`src/rtl/tx_serial_param.sv`:
```
// -----------------------------------------------------------------------------
// tx_serial_param
//   Parametrised asynchronous serial transmitter with a one-entry holding
//   register, so the next character can be queued while the current frame
//   shifts out. Internal bit-period tick generator.
//
//   Frame on the line (LSB first): start 0, DATA_BITS data, optional parity,
//   STOP_BITS stop 1s. Each bit lasts exactly CLK_DIV clocks.
//
// Parameters
//   DATA_BITS  data bits per frame (5..9)
//   PARITY     0 = none, 1 = even, 2 = odd
//   STOP_BITS  1 or 2
//   CLK_DIV    clocks per bit (>= 2)
//
// Ports
//   clock         in   system clock, rising edge
//   reset         in   asynchronous active-low reset
//   partida       in   write request
//   dados         in   character, captured when partida && livre
//   livre         out  holding register empty
//   ocupado       out  frame in progress (state != OCIOSO)
//   pronto        out  1-cycle pulse when the last stop bit ends
//   descartado    out  1-cycle pulse: partida while full, character dropped
//   saida_serial  out  serial line, idles high
//   db_tick       out  bit-period tick
//   db_estado     out  FSM state code
//
// Handshake: a write is taken on a rising edge where partida = 1 and
// livre = 1. A write seen while livre = 0 is dropped and flagged by
// descartado on the following cycle; there is no back-pressure beyond livre.
// -----------------------------------------------------------------------------
module tx_serial_param #(
    parameter int DATA_BITS = 7,
    parameter int PARITY    = 2,
    parameter int STOP_BITS = 1,
    parameter int CLK_DIV   = 434
) (
    input  logic                 clock,
    input  logic                 reset,
    input  logic                 partida,
    input  logic [DATA_BITS-1:0] dados,
    output logic                 livre,
    output logic                 ocupado,
    output logic                 pronto,
    output logic                 descartado,
    output logic                 saida_serial,
    output logic                 db_tick,
    output logic [3:0]           db_estado
);

    localparam int NPAR  = (PARITY != 0) ? 1 : 0;
    localparam int NBITS = 1 + DATA_BITS + NPAR + STOP_BITS;
    localparam int CW    = $clog2(CLK_DIV);

    localparam logic [CW-1:0] CNT_MAX  = CW'(CLK_DIV - 1);
    localparam logic [CW-1:0] CNT_ONE  = CW'(1);
    localparam logic [3:0]    BIT_LAST = 4'(NBITS - 1);

    typedef enum logic [1:0] {
        OCIOSO    = 2'd0,
        CARREGA   = 2'd1,
        TRANSMITE = 2'd2,
        FINAL     = 2'd3
    } state_t;

    state_t               r_state;
    logic [DATA_BITS-1:0] r_hr;
    logic                 r_hr_full;
    logic [NBITS-1:0]     r_shift;
    logic [CW-1:0]        r_cnt;
    logic [3:0]           r_bit;
    logic                 r_saida;
    logic                 r_ocupado;
    logic                 r_pronto;
    logic                 r_desc;
    logic                 r_tick;

    logic                 w_tick;
    logic                 w_parity;
    logic [NBITS-1:0]     w_frame;

    // Internal tick; r_tick is the registered copy that appears on db_tick
    // during the same cycle the counter sits at CNT_MAX.
    assign w_tick   = (r_cnt == CNT_MAX);
    assign w_parity = (^r_hr) ^ (PARITY == 2);

    // Frame image: stop bits are the default 1s in the top positions.
    always_comb begin
        w_frame              = '1;
        w_frame[0]           = 1'b0;
        w_frame[DATA_BITS:1] = r_hr;
        if (NPAR != 0) begin
            w_frame[DATA_BITS+1] = w_parity;
        end
    end

    always_ff @(posedge clock or negedge reset) begin
        if (!reset) begin
            r_state   <= OCIOSO;
            r_hr      <= '0;
            r_hr_full <= 1'b0;
            r_shift   <= '1;
            r_cnt     <= '0;
            r_bit     <= '0;
            r_saida   <= 1'b1;
            r_ocupado <= 1'b0;
            r_pronto  <= 1'b0;
            r_desc    <= 1'b0;
            r_tick    <= 1'b0;
        end else begin
            r_pronto <= 1'b0;
            r_tick   <= 1'b0;
            r_desc   <= partida && r_hr_full;

            // Accept a new character only when the holding register is empty.
            // In CARREGA r_hr_full is still 1, so a write there is dropped.
            if (partida && !r_hr_full) begin
                r_hr      <= dados;
                r_hr_full <= 1'b1;
            end

            case (r_state)
                OCIOSO: begin
                    r_saida <= 1'b1;
                    if (r_hr_full) begin
                        r_state   <= CARREGA;
                        r_ocupado <= 1'b1;
                    end else begin
                        r_ocupado <= 1'b0;
                    end
                end

                CARREGA: begin
                    r_shift   <= w_frame;
                    r_hr_full <= 1'b0;
                    r_cnt     <= '0;
                    r_bit     <= '0;
                    r_saida   <= 1'b0;  // start bit goes out next cycle
                    r_ocupado <= 1'b1;
                    r_state   <= TRANSMITE;
                end

                TRANSMITE: begin
                    r_ocupado <= 1'b1;
                    if (w_tick) begin
                        r_shift <= r_shift >> 1;
                        r_bit   <= r_bit + 4'd1;
                        r_cnt   <= '0;
                        if (r_bit == BIT_LAST) begin
                            r_state  <= FINAL;
                            r_saida  <= 1'b1;
                            r_pronto <= 1'b1;
                        end else begin
                            r_saida <= r_shift[1];
                        end
                    end else begin
                        r_cnt  <= r_cnt + CNT_ONE;
                        r_tick <= ((r_cnt + CNT_ONE) == CNT_MAX);
                    end
                end

                FINAL: begin
                    r_saida <= 1'b1;
                    if (r_hr_full) begin
                        r_state   <= CARREGA;
                        r_ocupado <= 1'b1;
                    end else begin
                        r_state   <= OCIOSO;
                        r_ocupado <= 1'b0;
                    end
                end

                default: begin
                    r_state   <= OCIOSO;
                    r_saida   <= 1'b1;
                    r_ocupado <= 1'b0;
                end
            endcase
        end
    end

    assign livre        = ~r_hr_full;
    assign ocupado      = r_ocupado;
    assign pronto       = r_pronto;
    assign descartado   = r_desc;
    assign saida_serial = r_saida;
    assign db_tick      = r_tick;
    assign db_estado    = {2'b00, r_state};

endmodule

```
`config.mk`:
```
export PLATFORM = sky130hd
export DESIGN_NAME = tx_serial_param
export DESIGN_NICKNAME = d
export VERILOG_FILES = /design/src/rtl/tx_serial_param.sv
export SDC_FILE = /design/constraint.sdc
export NUM_CORES = 1
export LEC_CHECK = 0
export ABC_AREA = 1
export BUFFER_PORTS_ARGS = -buffer_cell sky130_fd_sc_hd__buf_2
export CAP_MARGIN = 20
export CORE_MARGIN = 4
export CORE_UTILIZATION = 45
export CTS_BUF_LIST = sky130_fd_sc_hd__clkbuf_4
export DETAILED_ROUTE_END_ITERATION = 7
export GPL_TIMING_DRIVEN = 1
export PLACE_DENSITY = 0.66
export SLEW_MARGIN = 40
export SYNTH_ARGS = -nofsm -noshare
export SYNTH_HDL_FRONTEND = slang
export SYNTH_SLANG_ARGS = --single-unit
```
`constraint.sdc`:
```
create_clock -name clock -period 1.8 [get_ports clock]
set_input_delay 0.09 -clock clock [delete_from_list [all_inputs] [get_ports clock]]
set_output_delay 0.09 -clock clock [all_outputs]
set_load 0.02 [all_outputs]
```
==> results.md, run 1 <==
- Post-route design area: roughly 2300 um^2
- # diodes: 0
- Placed cells: 311
- Critical Path Stages: 10
- #FFs+latches synth: 37
- IO Port Bufs: 17
- Dpl ws: 0.1854 ns
- Num Clock Sinks: 37
- Seq/Total Area, Yosys: 46.61%
- Die X: 74.89 um
- Final setup fails: 0
- Reg-to-Reg End: r_shift[8]$_DFFE_PN1P_
- CP Class: reg2reg
- # DRC: 0
- Synth Flop Type: dfrtp_1
- Period utilization: 88.76%
- CP max stage delay: between 0.4 and 0.5 ns
- Comb pwr share: 17.2%
- Clk_skew: 0.005042 ns
- R2R cell count: 10
- Ys async rst share: between 90% and 100%
- Mapped Area: 2013 um^2
- First-pass DRT Iterations: 6
- Synth warn: 0
- Worst path required time: 2.08 ns
- CP max-delay cell: dfrtp_1
- Clock tree root driver cell: clkbuf_4
- Startpoint Class: flip-flop
- Total grt overflow: 0
- Clock slew at reported path FFs: 0.11 ns
- Number of synthesized flops with an enable pin: 0
- Largest cells by area after synthesis: dfrtp_1 (34%), nand2_1 (13%), dfstp_2 (13%)
- Buf/Inv on CP: 1
- Share of power burned in registers: 56.0%
- I/O pin cnt: 20
- Global-route wire length before repair: 6651 um
- Hold_ws: 0.03137 ns
- Worst skew pair latency: 0.33 ns
- Slew headroom: 65.75%
- Fill cells: 435
- Worst vdd ir: 0.0004182 V
- Area leader, netlist: dfrtp_1
- 1st-iter DRT viols: 56
- TritonCTS Buffers: 5
- Fin Setup TNS: 0 ns
- Final Hold Viols: 0
- GRT Total Usage: 15.49%
- CP endpoint: r_shift[8]$_DFFE_PN1P_
- Leakage: 1.194 nW
- Fin crit period: 1.598 ns
- Routed via count: 1594
- Dpl cell area: 2136 um^2
- Row count: 24
- Vias per cell: 4.890
- Post-DRT Antenna Nets: 0
- R2r setup slk: 0.20 ns
- Initial antenna violation count: 0
- Top cell by count, worst path: nand2_1
- Sw Ratio: roughly 29%
- Initial Util: 46.24%
- Worst r2r src: r_cnt[1]$_DFFE_PN0P_
- Vias in the first global route: 1502
- Int Pwr: 1.171 mW
- Die height: 74.89 um
- Yosys top cell area share: 33.56%
- Final Net Count: 293
- Status: complete, no violations
- Synthesized area per cell: 8.217 um^2
- Slew Limit Fails: 0
- H-tree level count: 2
- Netlist cell types: 25
- Gate Count Post-Synth: about 250
- Synth cell count leaders: nand2_1 (71), dfrtp_1 (27), inv_1 (26)
- Hold Crit Class: in2reg
- Area grow syn2layout: 12.49%
- Most common cell in the netlist: nand2_1
- Layout cells sized above 1: between 10% and 20%
- Worst path cell trace: inv_1, ha_1, nand2_1, nor2_1, nand2_2, nand2_4, nand2_4, nor2_1, nand2_1, nand2_1
- Critical path capture point type: flip-flop
- WP data arrival: 1.88 ns
- Detailed placement HPWL: roughly 2900 um
- Finished Core Util: 52.01%
- Finished Layout Cells: 326
- Wire per inst: about 12 um
- Crit path launch: r_cnt[1]$_DFFE_PN0P_
- Max-cap viol count: 0
- Maximum clock insertion buffer count: 2
- Total wire length: 3862 um
- Clock power frac: 26.8%
- CTS tree: yes
- Largest net degree at the start of global routing: 23
- Total power: 1.650 mW
- Actual slew at the worst max-slew pin: 0.5138 ns
- Die ar.: roughly 5600 um^2
- Maximum fanout along the worst path: 21
- Core area: 4354 um^2
- Final Wtd Congestion: between 0.8 and 0.9
- Delay-heaviest family, CP: simple AND/OR/NAND/NOR gates
- Worst setup margin: just over 0.2 ns
- Max Clock Freq: 625.9 MHz
- Power per cell area: between 700 and 800 nW/um^2
- Sw Pwr: approximately 0.48 mW
- RSZ-0062 raised after global routing: no
## how the worst min path moves through the flow
stage	end	depth (start not counted)	slack, ns	from
after global placement	pronto$_DFF_PN0_	1	0.09	reset
after global routing	r_hr[2]$_DFFE_PN0P_	3	0.03	dados[2]
final	r_hr[2]$_DFFE_PN0P_	3	0.03	dados[2]
after CTS	r_hr[3]$_DFFE_PN0P_	3	0.001	dados[3]
after detailed placement	db_tick$_DFF_PN0_	1	0.1	reset
after floorplan	db_tick$_DFF_PN0_	0	-0.21	reset
## cell type report
type                            count  area (um^2)  area share [%]
Sequential cell                    37        938.4           41.44
Multi-Input combinational cell    175        925.9           40.88
Tap cell                           52        65.06           2.873
Inverter                           27        101.3           4.475
Clock inverter                      1        3.754          0.1657
Clock buffer                        7        52.55           2.320
Timing Repair Buffer               27        177.7           7.845
## power groups by stage
stage	combinational (mW)	clock [mW]	sequential, mW
2_1_floorplan	0.204	0	0.934
3_3_place_gp	0.265	0	0.938
3_5_place_dp	0.273	0	0.941
4_1_cts	0.286	0.463	0.925
5_1_grt	0.325	0.505	0.934
6_report	0.284	0.441	0.925
## registers in the layout, summed over array words and instances, names as in the netlist
signal	flops
descartado	1
r_bit	4
r_hr_full	1
r_state	2
ocupado	1
r_shift	9
pronto	1
r_cnt	9
saida_serial	1
db_tick	1
r_hr	7
## cells in the final DEF, fill, tap and decap left out, types with 8 or more instances in the layout
cell type	count
nand2_1	71
dfrtp_1	27
inv_1	26
nor2_1	23
buf_2	17
o21ai_0	16
nand3_1	14
dfstp_2	10
a21oi_1	9
ha_1	9
o21ai_2	8
## worst reg2reg max path, delay by kind of cell (launching register included)
kind                     cells  cell delay (ns)
AND/OR/NAND/NOR              8             0.85
flip-flops                   1             0.42
adder cells (fa/ha/maj)      1             0.18
buffers and inverters        1             0.11
## per-layer routing
| layer | up-vias | track usage (%) | wire (um) |
|---|---|---|---|
| met5 | - | 0 | 0 |
| met4 | 0 | 5.138 | 70 |
| li1 | 829 | - | - |
| met3 | 8 | 4.139 | 146 |
| met2 | 24 | 22.73 | 1724 |
| met1 | 733 | 22.18 | 1921 |
## cell families (layout without fill, tap and decap cells)
kind of cell	Yosys count	count (layout)	synth area share, %
other	1	2	0.1863
DFF	37	37	46.61
buffers and inverters	34	62	7.706
and+or+nand+nor	117	117	24.98
AOI/OAI and AO/OA	40	40	11.68
xor gates and xnor gates	6	6	2.610
adders and majority gates	10	10	6.215
## repair_timing
| item | in CTS | in global routing |
|---|---|---|
| endpoints found under the hold margin | 19 | 1 |
| setup endpoints to repair | 0 | 4 |
| buffers inserted | 0 | 0 |
| hold buffers | 6 | 1 |
| gates resized for setup | 0 | 1 |
Note: power is estimated with default switching activity, not from simulation.
==> run 2: changes to the inputs <==
clock period = 1.7 ns   (was 1.8 ns; I/O delays follow)
==> run 2 against run 1 <==
Clock skew rose by 0.0058 ns; worst setup slack worse by 0.033 ns; die area is the same; final area rose by 1.9%; sequential share of layout area is 0.76 points lower; flip-flop and latch count did not move; non-clock buffer count rose by 3; global-route usage decreased by 0.42 points; register-to-register slack worse by 0.03 ns; via count fell by 0.19%.
==> results.md, run 2 (synthesis gave the netlist of run 1 again) <==
- Status: complete, no violations
- Final Net Count: 296 (+1.0%)
- Largest net degree at the start of global routing: 38 (+65%)
- CTS tree: yes
- Commonest non-fill, non-tap cell in the layout: nand2_1
- Initial Util: 46.24% (unchanged)
- Total wire length: 3772 um (-2.3%)
- GRT Total Usage: 15.07% (-0.42 points)
- Area grow syn2layout: 14.61%
- Hold Crit Class: in2async
- Max-cap viol count: 0 (unchanged)
- Final setup fails: 0 (unchanged)
- Die X: 74.89 um (unchanged)
- WL met1: 1840 um (-4.2%)
- Hold_ws: 0.2980 ns (+0.2666 ns)
- Layout cells sized above 1: 20.22% (+0.87 points)
- Vias per cell: 4.836 (-1.1%)
- TritonCTS Buffers: 5 (unchanged)
- Die height: 74.89 um (unchanged)
- First-pass DRT Iterations: 4 (-2)
- Clk_skew: 0.01079 ns (+0.005753 ns)
- Vias in the first global route: 1397 (-7.0%)
- Met3 wire length: 110 um (-25%)
- Routed via count: 1591 (-0.19%)
- Maximum clock insertion buffer count: 2 (unchanged)
- Regs by FF count: r_cnt: 9 flops, r_shift: 9 flops, r_hr: 7 flops
- Max layer used: met4
- Leakage: 1.220 nW (+2.1%)
- Finished Core Util: 52.99% (+0.98 points)
- Startpoint Class: flip-flop
- Die ar.: 5608 um^2 (unchanged)
- Fin crit period: 1.531 ns (-0.06722 ns)
- Critical path capture point type: flip-flop
- Max Clock Freq: 653.4 MHz (+4.4%)
- Total grt overflow: 0 (unchanged)
- H-tree level count: 2 (unchanged)
- Worst path required time: 1.99 ns (-0.09 ns)
- Final Hold Viols: 0 (unchanged)
- I/O pin cnt: 20 (unchanged)
- Worst vdd ir: 0.0003659 V (-13%)
- Core area: 4354 um^2 (unchanged)
- Slew Limit Fails: 0 (unchanged)
- Maximum fanout along the worst path: 21 (unchanged)
- DR WL met2: 1766 um (+2.4%)
- Global-route wire length before repair: 6341 um (-4.7%)
- Wire per inst: 11.47 um (-3.2%)
- IO Port Bufs: 17 (unchanged)
- Row count: 24 (unchanged)
- # DRC: 0 (unchanged)
- Fin Setup TNS: 0 ns (unchanged)
- Initial antenna violation count: 0 (unchanged)
- Detailed placement HPWL: 2688 um (-6.5%)
- Period utilization: 90.03% (+1.3 points)
- Num Clock Sinks: 37 (unchanged)
- Clock tree root driver cell: clkbuf_4
- 1st-iter DRT viols: 61 (+8.9%)
- Clock slew at reported path FFs: 0.11 ns (about the same)
- Worst skew pair latency: 0.34 ns (about the same)
- Post-CTS setup buffer count: 0 (unchanged)
- Commonest non-fill, non-tap cells in the layout: nand2_1 (71), dfrtp_1 (27), inv_1 (26)
- WP data arrival: 1.82 ns (-0.06 ns)
- Power per cell area: 761.7 nW/um^2 (+4.5%)
- Post-DRT Antenna Nets: 0 (unchanged)
- Total power: 1.757 mW (+6.5%)
- # diodes: 0 (unchanged)
- Final Wtd Congestion: 0.7960 (-10%)
- CP Class: reg2reg
==> run 2: cell types whose count changed in the layout (fill, tap and decap cells not counted), sizes merged <==
cell | before | now
buf | 20 | 21
dlygate4sd3 | 7 | 9
==> run 2: final timing paths <==
kind	slack (ns)	cells after the start	to	from
max	0.17	10	r_shift[8]$_DFFE_PN1P_	r_cnt[1]$_DFFE_PN0P_
min	0.30	3	r_cnt[8]$_DFFE_PN0P_	reset
max reg2reg	0.17	10	r_shift[8]$_DFFE_PN1P_	r_cnt[1]$_DFFE_PN0P_
min reg2reg	0.49	2	r_shift[8]$_DFFE_PN1P_	r_shift[8]$_DFFE_PN1P_
max in group asynchronous	1.03	3	r_shift[2]$_DFFE_PN1P_	reset
min in group clock	0.48	4	descartado$_DFF_PN0_	partida
==> run 2: what timing repair did <==
| item | CTS | global route |
|---|---|---|
| gates resized for setup | 0 | 3 |
| hold buffers | 9 | 0 |
| hold endpoints to repair | 35 | 0 |
| endpoints found under the setup margin | 0 | 2 |
==> run 2: layer usage <==
layer | vias up | GRT usage [%]
li1 | 828 | -
met1 | 738 | 20.10
met2 | 19 | 23.40
met3 | 6 | 3.204
met4 | 0 | 7.115
met5 | - | 0
==> run 2: critical path, stage by stage (launching register included) <==
cell and delay [ns]:
dfrtp_1 0.41, inv_1 0.10, ha_1 0.16, nand2_1 0.05
nor2_1 0.17, nand2_2 0.12, nand2_4 0.12, nand2_8 0.12
nor2_1 0.11, nand2_1 0.06, nand2_1 0.05
==> run 2: power breakdown <==
part | leakage, nW | internal [mW] | switching, mW | total [mW]
Clock | 0.0361 | 0.193 | 0.281 | 0.474
Combinational | 0.764 | 0.111 | 0.194 | 0.305
Sequential | 0.419 | 0.940 | 0.0391 | 0.979
==> run 2: final cells by class <==
cell class / instances / area, um^2
fill: 405 / 2047
multi-input combinational: 175 / 939.7
sequential: 37 / 938.4
timing repair buffer: 30 / 205.2
inverter: 27 / 101.3
tap: 52 / 65.06
clock buffer: 7 / 52.55
clock inverter: 1 / 5.005
==> run 2: stage by stage <==
stage / setup WS (ns) / cell area [um^2] / std cells
after floorplan: 0.007418 / 2017 / 246
after global placement: 0.1672 / 2143 / 312
after detailed placement: 0.1511 / 2143 / 312
after CTS: 0.1250 / 2291 / 329
after global routing: -0.001225 / 2307 / 329
final: 0.1695 / 2307 / 329
